==> config.mk <==
export PLATFORM = sky130hd
export DESIGN_NAME = multicycle_control_unit
export DESIGN_NICKNAME = d
export VERILOG_FILES = /design/src/rtl/multicycle_control_unit.sv
export SDC_FILE = /design/constraint.sdc
export NUM_CORES = 1
export LEC_CHECK = 0
export CORE_MARGIN = 5
export CORE_UTILIZATION = 41
export CTS_BUF_LIST = sky130_fd_sc_hd__clkbuf_4
export DETAILED_ROUTE_END_ITERATION = 6
export GPL_ROUTABILITY_DRIVEN = 0
export PLACE_DENSITY = 0.9
export SLEW_MARGIN = 20
export SYNTH_ARGS = -nofsm -noshare
export SYNTH_HDL_FRONTEND = slang
export SYNTH_SLANG_ARGS = --single-unit
export TNS_END_PERCENT = 50
==> constraint.sdc <==
create_clock -name clk -period 3.6 [get_ports clk]
set_clock_uncertainty 0.15 [all_clocks]
set_input_delay 0.54 -clock clk [delete_from_list [all_inputs] [get_ports clk]]
set_output_delay 0.54 -clock clk [all_outputs]
set_load 0.05 [all_outputs]
==> src/rtl/multicycle_control_unit.sv <==
// Multicycle processor control unit.
// A five-state FSM (FETCH, DECODE, EXEC, MEM, WB) sequences each instruction.
// The datapath strobes are decoded combinationally from the current state,
// the latched opcode, the latched compare flags and a few live inputs.
// While rst is high every output, including the state readback, is forced to 0.

module multicycle_control_unit #(
  parameter int INSTR_W = 32,
  parameter int OPC_W   = 5,
  parameter int ALUOP_W = 4
) (
  input  logic               clk,
  input  logic               rst,
  input  logic [INSTR_W-1:0] instruction,
  input  logic               instr_valid,
  input  logic               mem_ready,
  input  logic               alu_zero,
  input  logic               alu_gt,
  output logic [ALUOP_W-1:0] alu_op,
  output logic               alu_src,
  output logic               reg_write,
  output logic               mem_read,
  output logic               mem_write,
  output logic               mem_to_reg,
  output logic               ir_write,
  output logic               pc_write,
  output logic [1:0]         pc_src,
  output logic               link,
  output logic [2:0]         state,
  output logic               illegal_op
);

  // Opcode map. Everything numerically above RET is undefined.
  localparam logic [OPC_W-1:0] OP_ADD  = OPC_W'(0);
  localparam logic [OPC_W-1:0] OP_SUB  = OPC_W'(1);
  localparam logic [OPC_W-1:0] OP_MUL  = OPC_W'(2);
  localparam logic [OPC_W-1:0] OP_DIV  = OPC_W'(3);
  localparam logic [OPC_W-1:0] OP_MOD  = OPC_W'(4);
  localparam logic [OPC_W-1:0] OP_CMP  = OPC_W'(5);
  localparam logic [OPC_W-1:0] OP_AND  = OPC_W'(6);
  localparam logic [OPC_W-1:0] OP_OR   = OPC_W'(7);
  localparam logic [OPC_W-1:0] OP_NOT  = OPC_W'(8);
  localparam logic [OPC_W-1:0] OP_MOV  = OPC_W'(9);
  localparam logic [OPC_W-1:0] OP_LSL  = OPC_W'(10);
  localparam logic [OPC_W-1:0] OP_LSR  = OPC_W'(11);
  localparam logic [OPC_W-1:0] OP_ASR  = OPC_W'(12);
  localparam logic [OPC_W-1:0] OP_NOP  = OPC_W'(13);
  localparam logic [OPC_W-1:0] OP_LD   = OPC_W'(14);
  localparam logic [OPC_W-1:0] OP_ST   = OPC_W'(15);
  localparam logic [OPC_W-1:0] OP_BEQ  = OPC_W'(16);
  localparam logic [OPC_W-1:0] OP_BGT  = OPC_W'(17);
  localparam logic [OPC_W-1:0] OP_B    = OPC_W'(18);
  localparam logic [OPC_W-1:0] OP_CALL = OPC_W'(19);
  localparam logic [OPC_W-1:0] OP_RET  = OPC_W'(20);

  // ALU operation codes.
  localparam logic [ALUOP_W-1:0] ALU_ADD = ALUOP_W'(0);
  localparam logic [ALUOP_W-1:0] ALU_SUB = ALUOP_W'(1);
  localparam logic [ALUOP_W-1:0] ALU_MUL = ALUOP_W'(2);
  localparam logic [ALUOP_W-1:0] ALU_DIV = ALUOP_W'(3);
  localparam logic [ALUOP_W-1:0] ALU_MOD = ALUOP_W'(4);
  localparam logic [ALUOP_W-1:0] ALU_AND = ALUOP_W'(5);
  localparam logic [ALUOP_W-1:0] ALU_OR  = ALUOP_W'(6);
  localparam logic [ALUOP_W-1:0] ALU_NOT = ALUOP_W'(7);
  localparam logic [ALUOP_W-1:0] ALU_LSL = ALUOP_W'(8);
  localparam logic [ALUOP_W-1:0] ALU_LSR = ALUOP_W'(9);
  localparam logic [ALUOP_W-1:0] ALU_ASR = ALUOP_W'(10);
  localparam logic [ALUOP_W-1:0] ALU_CMP = ALUOP_W'(11);

  typedef enum logic [2:0] {
    S_FETCH  = 3'd0,
    S_DECODE = 3'd1,
    S_EXEC   = 3'd2,
    S_MEM    = 3'd3,
    S_WB     = 3'd4
  } state_t;

  state_t           r_state;
  logic [OPC_W-1:0] r_opcode;
  logic             r_flag_eq;
  logic             r_flag_gt;

  logic               w_is_alu;
  logic               w_is_cmp;
  logic               w_is_nop;
  logic               w_is_ld;
  logic               w_is_st;
  logic               w_is_beq;
  logic               w_is_bgt;
  logic               w_is_b;
  logic               w_is_call;
  logic               w_is_ret;
  logic               w_is_illegal;
  logic               w_branch_taken;
  logic [ALUOP_W-1:0] w_alu_op;
  logic               w_alu_src;
  logic               w_unused_instr_bits;

  // Only the opcode field of the instruction word matters to control.
  assign w_unused_instr_bits = &{1'b0, instruction[INSTR_W-OPC_W-1:0]};

  // Instruction classes from the latched opcode.
  assign w_is_alu     = (r_opcode <= OP_ASR) && (r_opcode != OP_CMP);
  assign w_is_cmp     = (r_opcode == OP_CMP);
  assign w_is_nop     = (r_opcode == OP_NOP);
  assign w_is_ld      = (r_opcode == OP_LD);
  assign w_is_st      = (r_opcode == OP_ST);
  assign w_is_beq     = (r_opcode == OP_BEQ);
  assign w_is_bgt     = (r_opcode == OP_BGT);
  assign w_is_b       = (r_opcode == OP_B);
  assign w_is_call    = (r_opcode == OP_CALL);
  assign w_is_ret     = (r_opcode == OP_RET);
  assign w_is_illegal = (r_opcode > OP_RET);

  // Conditional branches consult the flags captured by the most recent CMP.
  assign w_branch_taken = (w_is_beq && r_flag_eq) || (w_is_bgt && r_flag_gt);

  // ALU operation and operand-B source used during EXEC and MEM.
  always_comb begin
    w_alu_op  = ALU_ADD;
    w_alu_src = 1'b0;
    case (r_opcode)
      OP_ADD:         w_alu_op = ALU_ADD;
      OP_SUB:         w_alu_op = ALU_SUB;
      OP_MUL:         w_alu_op = ALU_MUL;
      OP_DIV:         w_alu_op = ALU_DIV;
      OP_MOD:         w_alu_op = ALU_MOD;
      OP_CMP:         w_alu_op = ALU_CMP;
      OP_AND:         w_alu_op = ALU_AND;
      OP_OR:          w_alu_op = ALU_OR;
      OP_NOT:         w_alu_op = ALU_NOT;
      OP_MOV: begin
        w_alu_op  = ALU_ADD;
        w_alu_src = 1'b1;
      end
      OP_LSL:         w_alu_op = ALU_LSL;
      OP_LSR:         w_alu_op = ALU_LSR;
      OP_ASR:         w_alu_op = ALU_ASR;
      OP_LD, OP_ST: begin
        // Address generation: base register plus immediate offset.
        w_alu_op  = ALU_ADD;
        w_alu_src = 1'b1;
      end
      OP_BEQ, OP_BGT: w_alu_op = ALU_SUB;
      default: begin
        w_alu_op  = ALU_ADD;
        w_alu_src = 1'b0;
      end
    endcase
  end

  // State sequencing plus opcode and flag capture.
  always_ff @(posedge clk) begin
    if (rst) begin
      r_state   <= S_FETCH;
      r_opcode  <= OP_NOP;
      r_flag_eq <= 1'b0;
      r_flag_gt <= 1'b0;
    end else begin
      case (r_state)
        S_FETCH: begin
          if (instr_valid) begin
            r_opcode <= instruction[INSTR_W-1 -: OPC_W];
            r_state  <= S_DECODE;
          end
        end
        S_DECODE: begin
          if (w_is_nop || w_is_illegal) begin
            r_state <= S_FETCH;
          end else begin
            r_state <= S_EXEC;
          end
        end
        S_EXEC: begin
          if (w_is_cmp) begin
            r_flag_eq <= alu_zero;
            r_flag_gt <= alu_gt;
            r_state   <= S_FETCH;
          end else if (w_is_alu) begin
            r_state <= S_WB;
          end else if (w_is_ld || w_is_st) begin
            r_state <= S_MEM;
          end else begin
            r_state <= S_FETCH;
          end
        end
        S_MEM: begin
          if (mem_ready) begin
            r_state <= w_is_ld ? S_WB : S_FETCH;
          end
        end
        S_WB: begin
          r_state <= S_FETCH;
        end
        default: begin
          r_state <= S_FETCH;
        end
      endcase
    end
  end

  // Datapath strobes; everything is held at 0 while reset is asserted.
  always_comb begin
    alu_op     = '0;
    alu_src    = 1'b0;
    reg_write  = 1'b0;
    mem_read   = 1'b0;
    mem_write  = 1'b0;
    mem_to_reg = 1'b0;
    ir_write   = 1'b0;
    pc_write   = 1'b0;
    pc_src     = 2'd0;
    link       = 1'b0;
    state      = 3'd0;
    illegal_op = 1'b0;
    if (!rst) begin
      state = r_state;
      case (r_state)
        S_FETCH: begin
          ir_write = instr_valid;
        end
        S_DECODE: begin
          // NOP and undefined opcodes retire straight from DECODE.
          if (w_is_nop || w_is_illegal) begin
            pc_write   = 1'b1;
            illegal_op = w_is_illegal;
          end
        end
        S_EXEC: begin
          alu_op  = w_alu_op;
          alu_src = w_alu_src;
          if (w_is_cmp) begin
            pc_write = 1'b1;
          end
          if (w_is_beq || w_is_bgt) begin
            pc_write = 1'b1;
            pc_src   = w_branch_taken ? 2'd1 : 2'd0;
          end
          if (w_is_b) begin
            pc_write = 1'b1;
            pc_src   = 2'd2;
          end
          if (w_is_call) begin
            pc_write  = 1'b1;
            pc_src    = 2'd2;
            reg_write = 1'b1;
            link      = 1'b1;
          end
          if (w_is_ret) begin
            pc_write = 1'b1;
            pc_src   = 2'd3;
          end
        end
        S_MEM: begin
          // Address stays stable and the request is held until memory acknowledges.
          alu_op    = w_alu_op;
          alu_src   = w_alu_src;
          mem_read  = w_is_ld;
          mem_write = w_is_st;
          if (w_is_st && mem_ready) begin
            pc_write = 1'b1;
          end
        end
        S_WB: begin
          reg_write  = 1'b1;
          mem_to_reg = w_is_ld;
          pc_write   = 1'b1;
        end
        default: begin
          state = r_state;
        end
      endcase
    end
  end

endmodule

==> impl_metrics.env <==
export IMPL_leakage_nw=0.515
export IMPL_synth_top_family_by_area="simple AND/OR/NAND/NOR gates"
export IMPL_vias_per_cell=5.63
export IMPL_cts_resized=0
export IMPL_comb_power_share=0.300
export IMPL_final_cell_count_no_fill=176
export IMPL_root_buffer="clkbuf_4"
export IMPL_grt_pass1_wl_um=3940
export IMPL_grt_pass1_vias=896
export IMPL_io_buffers=28
export IMPL_power_frac_seq=0.431
export IMPL_vias=991
export IMPL_hold_violations=0
export IMPL_switchingPower_uw=112
export IMPL_worst_setup_path_end_kind="output port"
export IMPL_start_util=0.423
export IMPL_final_max_slew_viol_count=0
export IMPL_numCtsBuffers=3
export IMPL_hold_path_class="reg -> reg"
export IMPL_rsz0062_at_grt="no"
export IMPL_grt_overflow=0
export IMPL_outcome="finished, final reports clean"
export IMPL_maxCapViolCount=0
export IMPL_post_synth_top_area_fraction=0.218
export IMPL_use_met1=0.169
export IMPL_p_sw_frac=0.356
export IMPL_cp_cell_sequence="o21ai_0 -> o31ai_1 -> a21oi_1 -> o31ai_1 -> clkdlybuf4s50_1"
export IMPL_firstDrtPassIters=4
export IMPL_fillCellCount=223
export IMPL_grt_total_usage=0.152
export IMPL_busiest_layer="met2"
export IMPL_final_layout_size_suffix_gt1_frac=0.169
export IMPL_core_area_sq_um=2170
export IMPL_power_density_nw_per_um2=261
export IMPL_dieArea_sq_um=3280
export IMPL_critPathMostFrequentCell="o31ai_1"
export IMPL_synth_simple_area_share=0.397
export IMPL_post_place_ws_ns=0.576
export IMPL_h_tree_depth=1
export IMPL_clk_insertion_delay_late_ns=0.28
export IMPL_max_freq_mhz=300
export IMPL_crit_path_top_delay_cell="clkdlybuf4s50_1"
export IMPL_gr_usage_met2=0.266
export IMPL_synthArstFlopShare=0
export IMPL_post_drt_wl_per_cell_um=13.8
export IMPL_synthMuxAreaShare=0.0437
export IMPL_cts_hold_buf=0
export IMPL_start_kind="flop"
export IMPL_place_inst=172
export IMPL_yosysTopAreaCell="dfxtp_1"
export IMPL_post_cts_buffers=0
export IMPL_critical_path_class="reg -> out"
export IMPL_cts_tree="yes"
export IMPL_yosys_warnings=0
export IMPL_synthAdderAreaFrac=0
export IMPL_intPower_uw=202
export IMPL_rows=17
export IMPL_ant_nets=0
export IMPL_finalInstanceArea_sq_um=1200
export IMPL_clockBufferDepth=2
export IMPL_synth_xor_area_share=0.00955
export IMPL_dp_final_hpwl_um=1790
export IMPL_antenna_found_initial=0
export IMPL_use_met3=0.0271
export IMPL_synth_seq_cells=10
export IMPL_vdd_drop_max_v=0.000233
export IMPL_drtIter0Drc=46
export IMPL_nets=187
export IMPL_clkPwrFrac=0.269
export IMPL_wl_um=2430
export IMPL_setup_ws_ns=0.271
export IMPL_worst_slew_pin_transition_ns=0.621
export IMPL_slew_headroom=0.585
export IMPL_cp_num_buf_inv=1
export IMPL_cp_top_family="compound AO/OA/AOI/OAI gates"
export IMPL_ys_seq_area_frac=0.218
export IMPL_period_minus_slack_ns=3.33
export IMPL_synthFlopType="dfxtp_1"
export IMPL_required_ns=2.91
export IMPL_syn_to_final_growth_pct=31.0
export IMPL_finalSetupViolations=0
export IMPL_fin_crit_sh=0.925
export IMPL_synth_area_leaders="dfxtp_1, nor2_1, a211o_1"
export IMPL_fp_dieW_um=57.3
export IMPL_synth_cells=124
export IMPL_arrival_ns=2.64
export IMPL_path_clk_slew_ns=0.07
export IMPL_boundaryPins=56
export IMPL_avgSynthCellArea_sq_um=7.40
export IMPL_die_h_um=57.3
export IMPL_ys_types=44
export IMPL_syn_num_nets=162
export IMPL_drcViolationCount=0
export IMPL_clock_sinks=10
export IMPL_diodes=0
export IMPL_fin_util=0.554
export IMPL_slowest_delay_ns=0.84
export IMPL_syn_area_sq_um=917
export IMPL_placed_cell_area_sq_um=1170
export IMPL_synth_compound_area_frac=0.216
export IMPL_crit_fanout=15
export IMPL_synth_edf_count=0
export IMPL_grt_max_degree=20
==> stage by stage <==
stage / setup TNS, ns / hold slack, ns / power, mW
after floorplan: -0.182 / 0.314 / 0.203
after global placement: 0 / 0.330 / 0.226
after detailed placement: 0 / 0.339 / 0.230
after CTS: 0 / 0.355 / 0.313
after global routing: 0 / 0.413 / 0.330
final: 0 / 0.352 / 0.314
==> cell type report <==
| class | count | area, sq um | share of cell area |
|---|---|---|---|
| Timing Repair Buffer | 31 | 300 | 0.250 |
| Multi-Input combinational cell | 96 | 613 | 0.510 |
| Clock inverter | 1 | 3.75 | 0.00313 |
| Sequential cell | 10 | 200 | 0.167 |
| Tap cell | 28 | 35.0 | 0.0292 |
| Clock buffer | 3 | 22.5 | 0.0188 |
| Inverter | 7 | 26.3 | 0.0219 |
==> state kept, by name (all words and copies together) (netlist names) <==
register,count
r_state,3
r_opcode,5
r_flag_gt,1
r_flag_eq,1
==> synthesized netlist by cell type, types with 4 or more instances <==
master     n
a211o_1    5
a21oi_1    6
clkbuf_1   4
dfxtp_1   10
inv_1      7
mux2i_1    4
nand2_1   10
nor2_1    18
nor2b_1    6
o21ai_0    4
==> power groups by stage <==
stage	clock (mW)	sequential, mW	combinational (mW)
2_1_floorplan	0	0.124	0.0790
3_3_place_gp	0	0.136	0.0898
3_5_place_dp	0	0.137	0.0928
4_1_cts	0.0849	0.134	0.0938
5_1_grt	0.0893	0.137	0.104
6_report	0.0844	0.135	0.0941
==> kinds of logic after synthesis <==
kind of cell	after synthesis
xor+xnor	1
simple gates	63
flops	10
buf+inv	18
compound gates	28
mux	4
==> worst paths after layout <==
kind	slack, ns	cells after the start	start	to
max	0.27	5	r_opcode[2]	pc_write
min	0.35	2	r_flag_gt	r_flag_gt
max reg2reg	1.77	4	r_opcode[3]	r_state[2]
min reg2reg	0.35	2	r_flag_gt	r_flag_gt
==> cells in the final DEF (no fill, tap or decap), drive strengths merged, types with 2 or more instances in the layout <==
cell type,n
a2111oi,2
a211o,5
a21boi,2
a21oi,6
and3b,2
buf,14
clkbuf,3
clkdlybuf4s50,17
dfxtp,10
inv,7
mux2i,4
nand2,10
nand2b,3
nand3,3
nor2,18
nor2b,6
nor3,3
nor3b,2
nor4b,3
o21ai,4
o31ai,2
or3,4
or4,2
==> worst register-to-register path: stages, from the launching register on <==
cell and delay (ns):
dfxtp_1 0.65, and4b_2 0.36, nand2_1 0.12, or3_1 0.35
a21oi_1 0.14
==> per-layer routing <==
layer	wire length, um	part of all wire	vias to the layer above
met4	66	0.027	0
met2	1270	0.52	33
met5	0	0	-
met1	955	0.39	461
met3	137	0.056	6
li1	-	-	491
No activity file was read; power rests on OpenSTA's default activity.
==> RTL change 1: new RTL, same flow settings <==
`ALUOP_W`: 4 -> 6.
--- a/src/rtl/multicycle_control_unit.sv
+++ b/src/rtl/multicycle_control_unit.sv
@@ -8,5 +8,5 @@
   parameter int INSTR_W = 32,
   parameter int OPC_W   = 5,
-  parameter int ALUOP_W = 4
+  parameter int ALUOP_W = 6
 ) (
   input  logic               clk,
Interface: changed (resized alu_op); port bits go from 56 to 58. No check against the original RTL was run, so the function may have changed too.
==> RTL change 1 against the original RTL <==
  * Sequential cell count unchanged
  * Hold slack better by 0.0088 ns
  * Sequential share of layout area down 0.069 points
  * Power down 0.25%
  * Critical path type unchanged
  * Via count down 2.8%
  * Worst setup slack worse by 0.032 ns
  * Non-clock buffer count down 1
  * Area after synthesis up 2.0%
  * Routed wire length down 1.6%
  * Final area up 0.42%
  * Synthesized cell count up 2.4%
  * First-iteration DRC count down 43%
==> RTL change 1: results (changes against the original RTL) <==
critical_path:
  arrival_ns: 2.67  # was 2.64 ns
  critPathMaxStageDelay_ns: 0.85
  worstPathMaxFanout: 14  # was 15
  critPathTopFamily: "buffers and inverters"  # was compound AO/OA/AOI/OAI gates
power_and_ir_drop:
  p_leak_nw: 0.512  # was 0.515 nW
  vdd.ir_drop.worst_uv: 253  # was 233 uV
detailed_routing:
  num_vias: 963  # was 991
  drt_iter0_drc: 26  # was 46
  via_per_inst: 5.44  # was 5.63
global_routing:
  grtUsageMet1_pct: 15.7  # was 16.9%
  grt_use_total_pct: 14.2  # was 15.2%
  use_met3_pct: 2.23  # was 2.71%
  gr-usage-met2_pct: 23.9  # was 26.6%
finish:
  nets: 188  # was 187
  utilization_pct: 55.1  # was 55.4%
  drive_above_1_share_pct: 14.8  # was 16.9%
  fill_cells: 200  # was 223
place:
  dp_hpwl_um: 1810  # was 1790 um
  dp.cells: 173  # was 172
  dpl-instance-area_um2: 1180  # was 1170 um2
logic_synthesis:
  synth_cell_types: 46  # was 44
  ys_seq_area_share_pct: 21.4  # was 21.8%
  syn_inst: 127  # was 124
  ys_top_cells_by_area: "dfxtp_1, nor2_1, a211o_1, mux2i_1, nand2_1"  # unchanged
status:
  status: "complete, no violations"  # unchanged
[RTL change 1: changes by cell type after synthesis, sizes merged]
| cell | before | now |
|---|---|---|
| conb | 0 | 1 |
| buf | 5 | 7 |
[RTL change 1: path summary, 6_finish.rpt]
path	startpoint	endpoint	slack (ns)	depth (start not counted)
max	r_opcode[1]	alu_op[0]	0.24	5
min	r_flag_gt	r_flag_gt	0.36	2
max reg2reg	r_state[1]	r_state[1]	1.78	4
min reg2reg	r_flag_gt	r_flag_gt	0.36	2
[RTL change 1: kinds of logic after synthesis]
| family | after synthesis | share of synthesized area (%) |
|---|---|---|
| and+or+nand+nor | 63 | 38.9 |
| AOI/OAI and AO/OA | 28 | 21.1 |
| buffers and inverters | 20 | 13.0 |
| DFF | 10 | 21.4 |
| muxes | 4 | 4.28 |
| xor gates and xnor gates | 1 | 0.936 |
| other | 1 | 0.401 |
[RTL change 1: final cells by class]
cell class	instances	area share [%]
timing repair buffer	30	24.7
tap	28	2.90
multi-input combinational	98	51.5
clock inverter	1	0.311
clock buffer	3	1.87
sequential	10	16.6
inverter	7	2.18
[RTL change 1: layer usage]
layer  part of all wire, %  wire [um]
met1                    42       1000
met2                    51       1210
met3                   3.2         76
met4                   4.3        102
met5                     0          0
[RTL change 1: power by group]
part           switching, mW  total (mW)  internal (mW)
logic                 0.0525      0.0963         0.0438
clock network         0.0417      0.0818         0.0402
registers             0.0179       0.135          0.117
[RTL change 1: worst min-delay path: stages, from the launching register on]
cell and delay, ns:
dfxtp_1 0.33, mux2i_1 0.07, nor2_1 0.08
==> RTL change 2: new RTL, config.mk and constraints unchanged <==
Made on the original files. Reset style: asynchronous (`rst`), changed in one clocked block.
--- a/src/rtl/multicycle_control_unit.sv
+++ b/src/rtl/multicycle_control_unit.sv
@@ -151,5 +151,5 @@
 
   // State sequencing plus opcode and flag capture.
-  always_ff @(posedge clk) begin
+  always_ff @(posedge clk or posedge rst) begin
     if (rst) begin
       r_state   <= S_FETCH;
Behaviour: same outputs for any inputs over 10 cycles, from zero or initial values and one cycle with rst high; that may be too few to reach the edited logic, so the function may still have changed.
==> RTL change 2 against the original RTL <==
  * Utilization rose by 3.6 points
  * First-iteration DRC count fell by 48%
  * Worst setup slack improved by 0.024 ns
  * Critical path type unchanged
  * Sequential cell count did not move
  * Hold slack got worse by 0.014 ns
  * Final area fell by 1.8%
  * Die area fell by 3.3%
  * Final cell count fell by 9.7%
  * Critical endpoint is now alu_op[0]
  * Area after synthesis fell by 4.0%
  * Routed wire length fell by 16%
Power is not compared: it rests on default switching activity, and its combinational part moved more than twofold at a synthesized area within 25%.
==> RTL change 2: results (changes against the original RTL) <==
timing:
  slew_headroom_pct: 66.4  # was 58.5%
hold_path:
  hp-class: "flip-flop to flip-flop"  # unchanged
detailed_routing:
  via_per_inst: 5.46  # was 5.63
  wl_um: 2040  # was 2430 um
  num_vias: 868  # was 991
  drt_iter0_drc: 24  # was 46
  firstDrtPassIters: 4  # unchanged
power_and_ir_drop:
  p_leak_nw: 0.466
  vdd.ir_drop.worst_uv: 428
logic_synthesis:
  syn-num-nets: 147  # was 162
  synth_cell_types: 43  # was 44
  ys_async_sr_fraction_pct: 100  # was 0%
  ys_top_cells_by_area: "dfrtp_1, dfstp_2, mux2_2, a21oi_1, nor2_1"  # was dfxtp_1, nor2_1, a211o_1, mux2i_1, nand2_1
  syn_area_per_cell_um2: 8.08  # was 7.40 um2
  ys_seq_area_share_pct: 28.8  # was 21.8%
  synth_top_flop_cell: "dfrtp_1"  # was dfxtp_1
  ys_warn_count: 0  # unchanged
  synth_common_cells: "nor2_1, a21oi_1, nand2_1"  # was nor2_1, dfxtp_1, nand2_1
critical_path:
  critPathMaxStageDelay_ns: 0.85
  crit_slowest_cell: "clkdlybuf4s50_1"  # unchanged
  arrival_ns: 2.61  # was 2.64 ns
  worstPathMaxFanout: 10  # was 15
global_routing:
  grt_use_total_pct: 13.0  # was 15.2%
  grt_pass1_wl_um: 3430  # was 3940 um
  grt_start_max_net_pins: 19  # was 20
  grt_pass1_vias: 787  # was 896
  grt_antenna_before_repair: 0  # unchanged
clocking:
  max-clock-path-buffers: 2  # unchanged
  htree_levels: 1  # unchanged
  clock-root-buffer: "clkbuf_4"  # unchanged
  cts_made_buffers: 3  # unchanged
  clk-insertion-delay-late_ns: 0.25  # was 0.28 ns
  cts.clk_slew.worst_paths_ns: 0.06
finish:
  diodes: 0  # unchanged
  fill_cells: 186  # was 223
  nets: 171  # was 187
  reg.largest.list: "r_opcode x5, r_state x3"  # unchanged
  drive_above_1_share_pct: 18.2  # was 16.9%
place:
  port_buffers: 28  # unchanged
  dp_hpwl_um: 1600  # was 1790 um
  dp.cells: 155  # was 172
  dpl_worst_slack_ns: 0.369  # was 0.576 ns
  dpl-instance-area_um2: 1150  # was 1170 um2
status:
  status: "complete, no violations"  # unchanged
## RTL change 2: cell count changes in the layout (fill, tap and decap cells not counted), sizes merged, moves of 7 or more
cell and change:
buf -8, mux2 +7, dfxtp -10, dfrtp +7
## RTL change 2: cell families (layout without fill, tap and decap cells)
kind of cell	count (synthesis)	in the layout	share of synthesized area (%)
and+or+nand+nor	56	56	37.8
AOI/OAI and AO/OA	24	24	18.0
buffers and inverters	12	35	6.39
DFF	10	10	28.8
muxes	7	7	8.95
## RTL change 2: cell type report
cell class	count	area [um2]	area share (%)
inverters	2	7.51	0.636
multi-input cells	87	577	48.9
well taps	27	33.8	2.86
flip-flops and latches	10	254	21.5
repair buffers	29	278	23.5
clock buffers	4	30.0	2.55
## RTL change 2: critical path: cells and delay by family, from the launching register on
kind	cells	cell delay, ns
AO/OA/AOI/OAI	3	0.50
AND/OR/NAND/NOR	1	0.41
flip-flops	1	0.61
buffers and inverters	1	0.85
## RTL change 2: path summary, 6_finish.rpt
check                            startpoint     endpoint  slack (ns)  cells past startpoint
worst max register to register  r_opcode[2]    r_flag_gt        1.46                      4
worst min-delay path              r_flag_eq    r_flag_eq        0.34                      1
worst min register to register    r_flag_eq    r_flag_eq        0.34                      1
min in group asynchronous               rst   r_state[2]        0.62                      2
max in group asynchronous               rst  r_opcode[2]        2.38                      2
worst max-delay path            r_opcode[3]    alu_op[0]        0.30                      5
## RTL change 2: power breakdown
part	leakage (nW)	total [mW]	internal, mW	switching (mW)
Combinational	0.327	0.467	0.220	0.247
Sequential	0.121	0.322	0.174	0.148
Clock	0.0184	0.0827	0.0501	0.0326
## RTL change 2: routing by layer
| metal | part of all wire [%] | vias up | GRT usage [%] |
|---|---|---|---|
| met4 | 0.39 | 0 | 5.08 |
| met2 | 49 | 29 | 21.5 |
| met3 | 6.0 | 2 | 1.61 |
| met5 | 0 | - | 0 |
| li1 | - | 444 | - |
| met1 | 45 | 393 | 17.1 |
## RTL change 2: repair_timing
action,in CTS,in global routing
gates resized for setup,0,1
setup endpoints to repair,0,1
buffers inserted,0,0
